--- config.mk ---
export PLATFORM = sky130hd
export DESIGN_NAME = code_decoder_flat
export DESIGN_NICKNAME = d
export VERILOG_FILES = /design/src/rtl/code_decoder_if.sv /design/src/rtl/code_decoder.sv /design/src/flat_wrapper.sv
export SDC_FILE = /design/constraint.sdc
export NUM_CORES = 1
export LEC_CHECK = 0
export ABC_AREA = 0
export BUFFER_PORTS_ARGS = -buffer_cell sky130_fd_sc_hd__buf_4
export CORE_ASPECT_RATIO = 1.4
export CORE_MARGIN = 1
export CORE_UTILIZATION = 25
export CTS_CLUSTER_SIZE = 25
export DETAILED_ROUTE_END_ITERATION = 10
export PLACE_DENSITY = 0.53
export SLEW_MARGIN = 20
export SYNTH_ARGS = -nofsm -noshare
export SYNTH_HDL_FRONTEND = slang
export SYNTH_SLANG_ARGS = --single-unit
--- constraint.sdc ---
create_clock -name clk -period 2.2 [get_ports clk]
set_input_delay 0.44 -clock clk [delete_from_list [all_inputs] [get_ports clk]]
set_output_delay 0.44 -clock clk [all_outputs]
set_load 0.05 [all_outputs]
--- src/rtl/code_decoder_if.sv ---
// Channel-select bus between the encoded-select source and the code_decoder.
// master drives the code and its qualifier, and slave returns the decoded select and status.
`default_nettype none

interface code_decoder_if;
  logic       code_valid;
  logic [1:0] code;
  logic [2:0] sel;
  logic [1:0] sel_code;
  logic       sel_strobe;
  logic       busy;

  modport master (
    output code_valid, code,
    input  sel, sel_code, sel_strobe, busy
  );

  modport slave (
    input  code_valid, code,
    output sel, sel_code, sel_strobe, busy
  );
endinterface

`default_nettype wire

--- src/rtl/code_decoder.sv ---
// ==========================================================================
// code_decoder: debounces a 2-bit select code and expands it to a one-hot select.
// It then enforces a lockout after each commit. Optional macro CODE_DECODER_HOLD_EN.
// Rev 1.0
// ==========================================================================
`default_nettype none

module code_decoder #(
  parameter int STABLE_CYCLES  = 4,
  parameter int LOCKOUT_CYCLES = 8
) (
  input  logic           clk,
  input  logic           rst_n,
  code_decoder_if.slave  bus
);

  localparam int C_MAX = (STABLE_CYCLES > LOCKOUT_CYCLES) ? STABLE_CYCLES : LOCKOUT_CYCLES;
  localparam int CW    = (C_MAX < 1) ? 1 : $clog2(C_MAX + 1);

  localparam logic [CW-1:0] C_STABLE_LAST = CW'(STABLE_CYCLES - 1);
  localparam logic [CW-1:0] C_LOCK_LAST   = CW'((LOCKOUT_CYCLES > 0) ? LOCKOUT_CYCLES - 1 : 0);
  localparam logic [CW-1:0] C_ONE         = CW'(1);

  localparam logic [1:0] IDLE    = 2'd0;
  localparam logic [1:0] QUALIFY = 2'd1;
  localparam logic [1:0] LOCKOUT = 2'd2;

`ifdef CODE_DECODER_HOLD_EN
  localparam bit C_HOLD_ZERO = 1'b1;
`else
  localparam bit C_HOLD_ZERO = 1'b0;
`endif

  logic [1:0]    state_q, state_d;
  logic [1:0]    cand_q, cand_d;
  logic [CW-1:0] cnt_q, cnt_d;
  logic [2:0]    sel_q, sel_d;
  logic [1:0]    sel_code_q, sel_code_d;
  logic          strobe_q, strobe_d;
  logic          busy_q;

  logic          w_take;
  logic          w_commit;
  logic [1:0]    w_commit_code;

  function automatic logic [2:0] onehot(input logic [1:0] c);
    case (c)
      2'd1:    onehot = 3'b001;
      2'd2:    onehot = 3'b010;
      2'd3:    onehot = 3'b100;
      default: onehot = 3'b000;
    endcase
  endfunction

  // In hold mode a zero code is never a usable sample.
  assign w_take = bus.code_valid && !(C_HOLD_ZERO && (bus.code == 2'd0));

  always_comb begin
    state_d       = state_q;
    cand_d        = cand_q;
    cnt_d         = cnt_q;
    sel_d         = sel_q;
    sel_code_d    = sel_code_q;
    strobe_d      = 1'b0;
    w_commit      = 1'b0;
    w_commit_code = cand_q;

    case (state_q)
      IDLE: begin
        if (w_take && (bus.code != sel_code_q)) begin
          cand_d = bus.code;
          cnt_d  = C_ONE;
          if (STABLE_CYCLES == 1) begin
            w_commit      = 1'b1;
            w_commit_code = bus.code;
          end else begin
            state_d = QUALIFY;
          end
        end
      end
      QUALIFY: begin
        if (w_take && (bus.code == cand_q)) begin
          if (cnt_q == C_STABLE_LAST) begin
            w_commit = 1'b1;
          end else begin
            cnt_d = cnt_q + C_ONE;
          end
        end else if (w_take && (bus.code != sel_code_q)) begin
          cand_d = bus.code;
          cnt_d  = C_ONE;
        end else begin
          state_d = IDLE;
          cnt_d   = '0;
        end
      end
      LOCKOUT: begin
        if (cnt_q == C_LOCK_LAST) begin
          state_d = IDLE;
          cnt_d   = '0;
        end else begin
          cnt_d = cnt_q + C_ONE;
        end
      end
      default: begin
        state_d = IDLE;
        cnt_d   = '0;
      end
    endcase

    if (w_commit) begin
      sel_d      = onehot(w_commit_code);
      sel_code_d = w_commit_code;
      strobe_d   = 1'b1;
      cnt_d      = '0;
      state_d    = (LOCKOUT_CYCLES == 0) ? IDLE : LOCKOUT;
    end
  end

  always_ff @(posedge clk or negedge rst_n) begin
    if (!rst_n) begin
      state_q    <= IDLE;
      cand_q     <= 2'd0;
      cnt_q      <= '0;
      sel_q      <= 3'b000;
      sel_code_q <= 2'd0;
      strobe_q   <= 1'b0;
      busy_q     <= 1'b0;
    end else begin
      state_q    <= state_d;
      cand_q     <= cand_d;
      cnt_q      <= cnt_d;
      sel_q      <= sel_d;
      sel_code_q <= sel_code_d;
      strobe_q   <= strobe_d;
      busy_q     <= (state_d != IDLE);
    end
  end

  assign bus.sel        = sel_q;
  assign bus.sel_code   = sel_code_q;
  assign bus.sel_strobe = strobe_q;
  assign bus.busy       = busy_q;

endmodule

`default_nettype wire

--- src/flat_wrapper.sv ---
// flat-port wrapper written by rule: the top's interface ports become plain ports
module code_decoder_flat 
#(
  parameter int STABLE_CYCLES  = 4,
  parameter int LOCKOUT_CYCLES = 8
)
  (clk, rst_n, bus_code_valid, bus_code, bus_sel, bus_sel_code, bus_sel_strobe, bus_busy);
  code_decoder_if bus_i ();
  input  logic clk;
  input  logic rst_n;
  input wire logic [$bits(bus_i.code_valid)-1:0] bus_code_valid;
  input wire logic [$bits(bus_i.code)-1:0] bus_code;
  output wire logic [$bits(bus_i.sel)-1:0] bus_sel;
  output wire logic [$bits(bus_i.sel_code)-1:0] bus_sel_code;
  output wire logic [$bits(bus_i.sel_strobe)-1:0] bus_sel_strobe;
  output wire logic [$bits(bus_i.busy)-1:0] bus_busy;
  assign bus_i.code_valid = bus_code_valid;
  assign bus_i.code = bus_code;
  assign bus_sel = bus_i.sel;
  assign bus_sel_code = bus_i.sel_code;
  assign bus_sel_strobe = bus_i.sel_strobe;
  assign bus_busy = bus_i.busy;
  code_decoder #(.STABLE_CYCLES(STABLE_CYCLES), .LOCKOUT_CYCLES(LOCKOUT_CYCLES)) u_core (.clk(clk), .rst_n(rst_n), .bus(bus_i));
endmodule
=== After elaboration in Yosys (flattened, before gate mapping) ===
Index checks and enable logic that the tools add are counted.

* Bits in registers: 15
* Output and inout bits: 7

* Add/sub/neg operators: 1
* Eq/ne operators: 12
* Mux-type cells: 21
* Reduce and logical (&&, ||, !) cells: 7

{| class="wikitable"
|+ Operators by type and width
! operator !! number
|-
| 4-bit 2-to-1 mux || 5
|-
| 2-bit 2-to-1 mux || 7
|-
| 4-bit one-hot mux with 3 select lines || 1
|-
| 3-bit one-hot mux with 3 select lines || 1
|-
| 2-bit equality test, second input constant || 3
|-
| 2-bit one-hot mux with 3 select lines || 1
|-
| 1-bit 2-to-1 mux || 5
|-
| 4-bit by 1-bit adder with 4-bit output, second input constant || 1
|-
| 2-bit by 1-bit equality test with 1-bit output, second input constant || 2
|-
| 4-bit by 2-bit equality test with 1-bit output, second input constant || 1
|-
| 4-bit by 3-bit equality test with 1-bit output, second input constant || 1
|-
| 4-bit by 3-bit != test with 1-bit output, second input constant || 1
|-
| 2-bit one-hot mux with 2 select lines || 1
|-
| 2-bit AND reduction || 2
|-
| 2-bit nonzero test || 2
|-
| 3-bit by 1-bit != test with 1-bit output, second input constant || 1
|-
| 2-bit equality test || 1
|-
| 1-bit logical AND || 2
|-
| 2-bit zero test || 1
|-
| 2-bit != test || 1
|-
| 2-bit != test, second input constant || 1
|}

=== Longest topological paths before layout ===
Gate-level depths: netlist of run 1.

* Depth in word-level cells: 7
* Depth in mapped cells: 6
* Gate-level depth less buffers: 5

=== Least setup slack after synthesis of run 1 ===
OpenSTA, ideal clock, no wires.

* Path kind: register to register
* From: register u_core.cnt_q[0]
* To: register u_core.sel_code_q[0], in the netlist u_core.bus.sel_code[0]
* Library setup time: 0.125 ns
* Arrival time: 1.510 ns
* Data required time: 2.075 ns
* Slack: 0.565 ns
* Stages on the path, launching flop included: 6
* Buffers on the path: 1
* Period minus slack after synthesis: 1.635 ns
* Cells stage by stage: dfrtp_1 ha_1 nor3b_1 and4_4 buf_6 mux2_4

* Cells in the longest elaborated chain, start to end: 4

{| class="wikitable"
|+ RTL lines
! item !! line !! text
|-
| start, declared || code_decoder.sv:36 || <nowiki>logic [CW-1:0] cnt_q, cnt_d;</nowiki>
|-
| start signal, assigned || code_decoder.sv:131 || <nowiki>cnt_q <= cnt_d;</nowiki>
|-
| 4-bit by 2-bit equality test with 1-bit output || code_decoder.sv:83 || <nowiki>if (cnt_q == C_STABLE_LAST) begin</nowiki>
|-
| 1-bit 2-to-1 mux || code_decoder.sv:83 ||
|-
| 1-bit 2-to-1 mux || code_decoder.sv:82 || <nowiki>if (w_take && (bus.code == cand_q)) begin</nowiki>
|-
| 1-bit 2-to-1 mux || code_decoder.sv:68 || <nowiki>case (state_q)</nowiki>
|-
| end signal, assigned || code_decoder.sv:133 || <nowiki>sel_code_q <= sel_code_d;</nowiki>
|-
| end, declared || code_decoder.sv:38 || <nowiki>logic [1:0] sel_code_q, sel_code_d;</nowiki>
|}

No other way between the ends.
A chain may end at the register's enable or synchronous reset.

=== Final worst setup path of run 1 ===
* From: register u_core.cnt_q[0]
* To: register u_core.sel_code_q[1], in the netlist u_core.bus.sel_code[1]

The elaborated chain is that of the path after synthesis.

==> results of run 1 <==
-- layout make-up --
| cell class | instances | share of cell area (%) |
|---|---|---|
| Timing Repair Buffer | 11 | 9.09 |
| Clock inverter | 1 | 0.551 |
| Clock buffer | 3 | 4.55 |
| Inverter | 4 | 1.65 |
| Tap cell | 37 | 5.10 |
| Sequential cell | 15 | 41.3 |
| Multi-Input combinational cell | 44 | 37.7 |
-- per-stage QoR --
step,setup WS (ns),std cells
finish,0.373,115
global route,0.226,115
CTS,0.363,115
detailed placement,0.381,111
global placement,0.461,111
floorplan,0.565,64
-- cells by family (layout without fill, tap and decap cells) --
kind of cell,after synthesis,in the layout,share of synthesized area [%]
buffers and inverters,5,19,3.53
flip-flops,15,15,50.4
AO/OA/AOI/OAI,15,15,15.0
adder cells (fa/ha/maj),1,1,1.68
XOR/XNOR,4,4,4.71
AND/OR/NAND/NOR,19,19,16.8
multiplexers,5,5,7.90
-- power groups by stage --
stage	sequential [mW]	combinational, mW	clock (mW)
final	0.371	0.304	0.222
after global routing	0.379	0.329	0.244
after CTS	0.372	0.308	0.229
after detailed placement	0.377	0.306	0
after global placement	0.374	0.306	0
after floorplan	0.478	0.112	0
-- cells in the mapped netlist (2+ instances only) --
cell type	n
nor2_1	2
nor3b_1	2
nand3_1	4
dfrtp_1	15
nand2b_1	2
or2_2	2
inv_1	4
a21oi_1	2
xnor2_1	4
o21ai_0	4
mux2_2	3
nand3b_1	2
-- flip-flops by register name (all words and copies together) (netlist names) --
signal,count
u_core.cand_q,2
u_core.bus.busy,1
u_core.bus.sel_strobe,1
u_core.bus.sel_code,2
u_core.state_q,2
u_core.cnt_q,4
u_core.bus.sel,3
-- worst max-delay path: stages, from the launching register on --
cell and delay, ns:
dfrtp_1 0.41, ha_1 0.23, nor3b_1 0.36, and4_4 0.38, mux2_2 0.34
-- per-layer routing --
metal / share of wire (%) / routed length (microns)
met1: 43 / 609
met2: 53 / 753
met3: 2.3 / 33
met4: 1.8 / 26
met5: 0 / 0
-- final timing paths --
kind / slack (ns) / from / endpoint
max: 0.37 / u_core.cnt_q[0] / u_core.bus.sel_code[1]
min: 0.04 / rst_n / u_core.bus.busy
max reg2reg: 0.37 / u_core.cnt_q[0] / u_core.bus.sel_code[1]
min reg2reg: 0.54 / u_core.bus.sel[1] / u_core.bus.sel[1]
max in group asynchronous: 1.99 / rst_n / u_core.cnt_q[1]
min in group clk: 0.46 / bus_code[1] / u_core.cand_q[1]
==> run summary, run 1 <==
Hold-fix buffers at CTS - 0
Detailed Route Iter0 Violations - 16
Number of vias per cell - 4.70
FP Rows - 23
Cell taking the most area after synthesis - dfrtp_1
Number of vias in the routed layout - 540
Final setup skew - 0.000605 ns
Top-area cell type share of the netlist area - 50.4%
Critical Path Sink Type - flip-flop
Average wire per standard cell - 12.4 microns
Sum of routed wire length over all layers - 1420 microns
CTS Buf Count - 3
Filler cell count - 285
Most heavily used metal layer in global routing - met2
H-Tree Level Count - 1
Part of the power in combinational logic - 33.9%
Area growth from synthesis to layout - 22.0%
Initial core utilization - 26.1%
Total of warnings raised by yosys - 0
Fraction of registers with async set/reset - 100%
Combined area of all synthesized cells - 744 sq um
Number of failing setup endpoints in the final timing report - 0
Leakage power figure - 0.425 nW
Post-synthesis instance total - 64
EDFF count, synth - 0
Slew at the pin with the worst max-slew slack - 0.372 ns
Relative slew slack - 75.2%
Met1 Usage GRT - 14.8%
Vias in the first global route - 573
Core outline area - 0.00285 sq mm
Critical path start-end classification - flip-flop to flip-flop
Power density of the placed cells - 988 mW/mm^2
Internal power component - 0.564 mW
Register cell area after layout - 375 sq um
Layout cell share with drive strength beyond 1 - 33.3%
Worst EP arrival - 1.96 ns
Die height - 66.6 microns
Total count of max-transition violations in the final report - 0
Most used DFF post-synth - dfrtp_1
Clk pin slew, worst setup/hold paths - 0.06 ns
Sequential-to-total area share from yosys stat - 50.4%
Max_cap viols - 0
Max clock buf depth - 2
Residual DRC - 0
Startpoint Class - flip-flop
Number of I/O pins - 12
Area of all placed cells without fillers - 908 sq um
Routability-driven placement congestion ratio - 0.710
Number of buffers inserted by port buffering - 11
CTS Root Buffer Type - clkbuf_8
Grt ovf - 0
Run status - finished clean
Final critical-path share of the clock period - 83.0%
TritonCTS Sinks - 15
Clock tree from TritonCTS - built
GRT Overall Usage - 12.0%
Netlist cell types - 30
FF-to-FF path depth - 4
Setup total negative slack - 0 ns
Antenna violation net count after detailed routing - 0
Mapped Avg Cell Area - 11.6 sq um
Number of nets in the layout - 85
Sw frac - 37.2%
Class of the tightest hold or removal check - primary input to async pin
Pre-antenna DRT Iters - 2
# resized after CTS - 0
Layout Utilization - 31.9%
Worst hold slack - 0.0356 ns
Insertion delay of the later-clocked pin in the worst-skew pair - 0.25 ns
Total half-perimeter wirelength after legalization and detailed placement - 1060 microns
Area of the die - 0.00320 sq mm
Largest vdd supply drop - 0.000552 V
Post-place instance area - 862 sq um
Commonest cells after routing, fill and taps aside - 15 x dfrtp_1, 11 x buf_4
Total power - 0.898 mW
Maximum clock rate - 0.547 GHz
Total setup buffers inserted after CTS - 0
Met3 routing resource usage after global routing - 2.44%
Clock share of power - 24.7%
Required arrival time at the worst endpoint - 2.33 ns
Main area contributors after synthesis - dfrtp_1 50%, xnor2_1 4.7%, mux2_2 4.5%, nand3_1 2.7%, o21ai_0 2.7%
Net Count, Synth - 70
Synthesized flop and latch total - 15
Pin count of the biggest net entering global routing - 16
NetSw - 0.334 mW
Wire length of the first global-routing pass - 2640 microns
Met2 Use GR - 18.4%
Multi-input combinational cell area - 343 sq um
Floorplan die width - 48.1 microns
Hold Violations, Final - 0
Most common cell after layout, fill and taps aside - dfrtp_1
Critical path peak fanout - 11
RSZ-0062 raised after global routing - false
N_diodes - 0
Final worst path period need - 1.83 ns
Antenna violations before repair - 0
Part of the total power dissipated in sequential elements - 41.4%
Power figures use the tool's default switching activity.
==> run 2, diff against run 1 <==
PLACE_DENSITY = 0.54   (was 0.53)
clock period = 1.5 ns   (was 2.2 ns; I/O delays follow)
==> run summary, run 2 (same netlist as run 1, synthesis figures left out) <==
Hold Violations, Final - 0 (unchanged)
Final worst path period need - 1.47 ns (-0.352 ns)
Sum of routed wire length over all layers - 1540 microns (+8.3%)
Number of vias per cell - 4.69 (-0.11%)
Insertion delay of the later-clocked pin in the worst-skew pair - 0.26 ns (about the same)
Kind of cell with the highest combined delay on the critical path - simple AND/OR/NAND/NOR gates
Final setup skew - 0.00671 ns (+0.00610 ns)
Worst hold slack - 0.326 ns (+0.291 ns)
Worst EP arrival - 1.62 ns (-0.34 ns)
Critical Path Slowest Stage Cell - dfrtp_1
Required arrival time at the worst endpoint - 1.65 ns (-0.68 ns)
CTS Buf Count - 3 (unchanged)
H-Tree Level Count - 1 (unchanged)
Total power - 1.41 mW (+57%)
Pre-antenna DRT Iters - 4 (+2)
Pin count of the biggest net entering global routing - 16 (unchanged)
Most common cell after layout, fill and taps aside - buf_4
Number of I/O pins - 12 (unchanged)
Class of the tightest hold or removal check - primary input to flip-flop
Critical Path Sink Type - flip-flop
Die height - 66.6 microns (unchanged)
CTS Root Buffer Type - clkbuf_8
Critical path start-end classification - flip-flop to flip-flop
Number of failing setup endpoints in the final timing report - 0 (unchanged)
Post-Place Cells - 120 (+8.1%)
TritonCTS Sinks - 15 (unchanged)
Final cell count without fillers - 126 (+9.6%)
N_diodes - 0 (unchanged)
Wire length of the first global-routing pass - 2670 microns (+1.1%)
Antenna violations before repair - 0 (unchanged)
Largest vdd supply drop - 0.000844 V (+53%)
Layout cell share with drive strength beyond 1 - 44.9% (+12 points)
FP Rows - 23 (unchanged)
Core outline area - 0.00285 sq mm (unchanged)
Grt ovf - 0 (unchanged)
GRT Overall Usage - 12.4% (+0.40 points)
Detailed Route Iter0 Violations - 20 (+4)
Largest Register - u_core.cnt_q
Setup total negative slack - 0 ns (unchanged)
Number of nets in the layout - 96 (+13%)
RSZ-0062 raised after global routing - true
Initial core utilization - 26.1% (unchanged)
Final critical-path share of the clock period - 98.3% (+15 points)
Commonest cells after routing, fill and taps aside - 20 x buf_4, 15 x dfrtp_1, 4 x inv_1, 4 x nand3_1, 4 x o21ai_0
Clock tree from TritonCTS - built
Average wire per standard cell - 12.2 microns (-1.2%)
Max clock buf depth - 2 (unchanged)
Critical path, cell by cell - ha_2 -> nor3b_4 -> and4_4 -> mux2_4
Leakage power figure - 0.489 nW (+15%)
Vias in the first global route - 584 (+1.9%)
Run status - finished clean
Buffers plus inverters on the worst setup path - 0 (unchanged)
Total count of max-transition violations in the final report - 0 (unchanged)
Area growth from synthesis to layout - 38.7%
Slew at the pin with the worst max-slew slack - 0.301 ns (-0.0706 ns)
Layout Utilization - 36.2% (+4.3 points)
Antenna violation net count after detailed routing - 0 (unchanged)
Number of buffers inserted by port buffering - 11 (unchanged)
Power density of the placed cells - 1370 mW/mm^2 (+38%)
Clk pin slew, worst setup/hold paths - 0.07 ns (about the same)
Residual DRC - 0 (unchanged)
Peak per-stage delay on the critical path - 0.38 ns (-0.03 ns)
Floorplan die width - 48.1 microns (unchanged)
Maximum clock rate - 0.678 GHz (+24%)
Startpoint Class - flip-flop
Critical path peak fanout - 3 (-8)
Max_cap viols - 0 (unchanged)
Total half-perimeter wirelength after legalization and detailed placement - 1200 microns (+13%)
Relative slew slack - 79.8% (+4.6 points)
Number of vias in the routed layout - 591 (+9.4%)
Largest register FFs - 4 (unchanged)
Area of the die - 0.00320 sq mm (unchanged)
Routability-driven placement congestion ratio - 0.777 (+9.3%)
run 2: what timing repair did:
action,in CTS,in global routing
setup endpoints to repair,0,6
hold endpoints to repair,15,0
hold buffers,1,0
setup buffers,0,1
gates resized for setup,0,4
run 2: final timing paths:
kind / cells after the start / startpoint / slack, ns / endpoint
worst min-delay path: 2 / bus_code[0] / 0.33 / u_core.cand_q[0]
max in group asynchronous: 2 / rst_n / 0.89 / u_core.cnt_q[1]
worst min register to register: 2 / u_core.bus.sel[1] / 0.54 / u_core.bus.sel[1]
worst max-delay path: 4 / u_core.cnt_q[1] / 0.03 / u_core.bus.sel_code[1]
worst max register to register: 4 / u_core.cnt_q[1] / 0.03 / u_core.bus.sel_code[1]
min in group asynchronous: 2 / rst_n / 0.43 / u_core.bus.sel_code[0]
run 2: layer usage:
| metal | part of all wire, % | GRT usage [%] | vias up |
|---|---|---|---|
| met2 | 52 | 19.4 | 12 |
| met5 | 0 | 0 | - |
| met4 | 3.8 | 9.38 | 0 |
| met3 | 2.2 | 1.63 | 5 |
| met1 | 42 | 14.5 | 290 |
| li1 | - | - | 284 |
run 2: area by class of cell:
type | instances | area, sq um
clock buffers | 3 | 41.3
repair buffers | 22 | 171
inverters | 4 | 15.0
well taps | 37 | 46.3
multi-input cells | 44 | 375
fillers | 286 | 1820
clock inverters | 1 | 7.51
flip-flops and latches | 15 | 375
run 2: metrics by stage:
step / area (sq um) / setup WS, ns
floorplan: 758 / -0.0299
global route: 1030 / -0.0225
finish: 1030 / 0.0253
detailed placement: 943 / 0.0154
global placement: 943 / 0.0437
CTS: 1000 / 0.00823
run 2: report_power, final:
part	switching [mW]	internal (mW)	total, mW	leakage [nW]
Clock	0.153	0.187	0.340	0.0217
Sequential	0.0549	0.480	0.534	0.183
Combinational	0.311	0.224	0.535	0.284
run 2: worst reg2reg max path, cell delays in order (launching register included):
cell,delay (ns)
dfrtp_1,0.38
ha_2,0.21
nor3b_4,0.21
and4_4,0.28
mux2_4,0.30
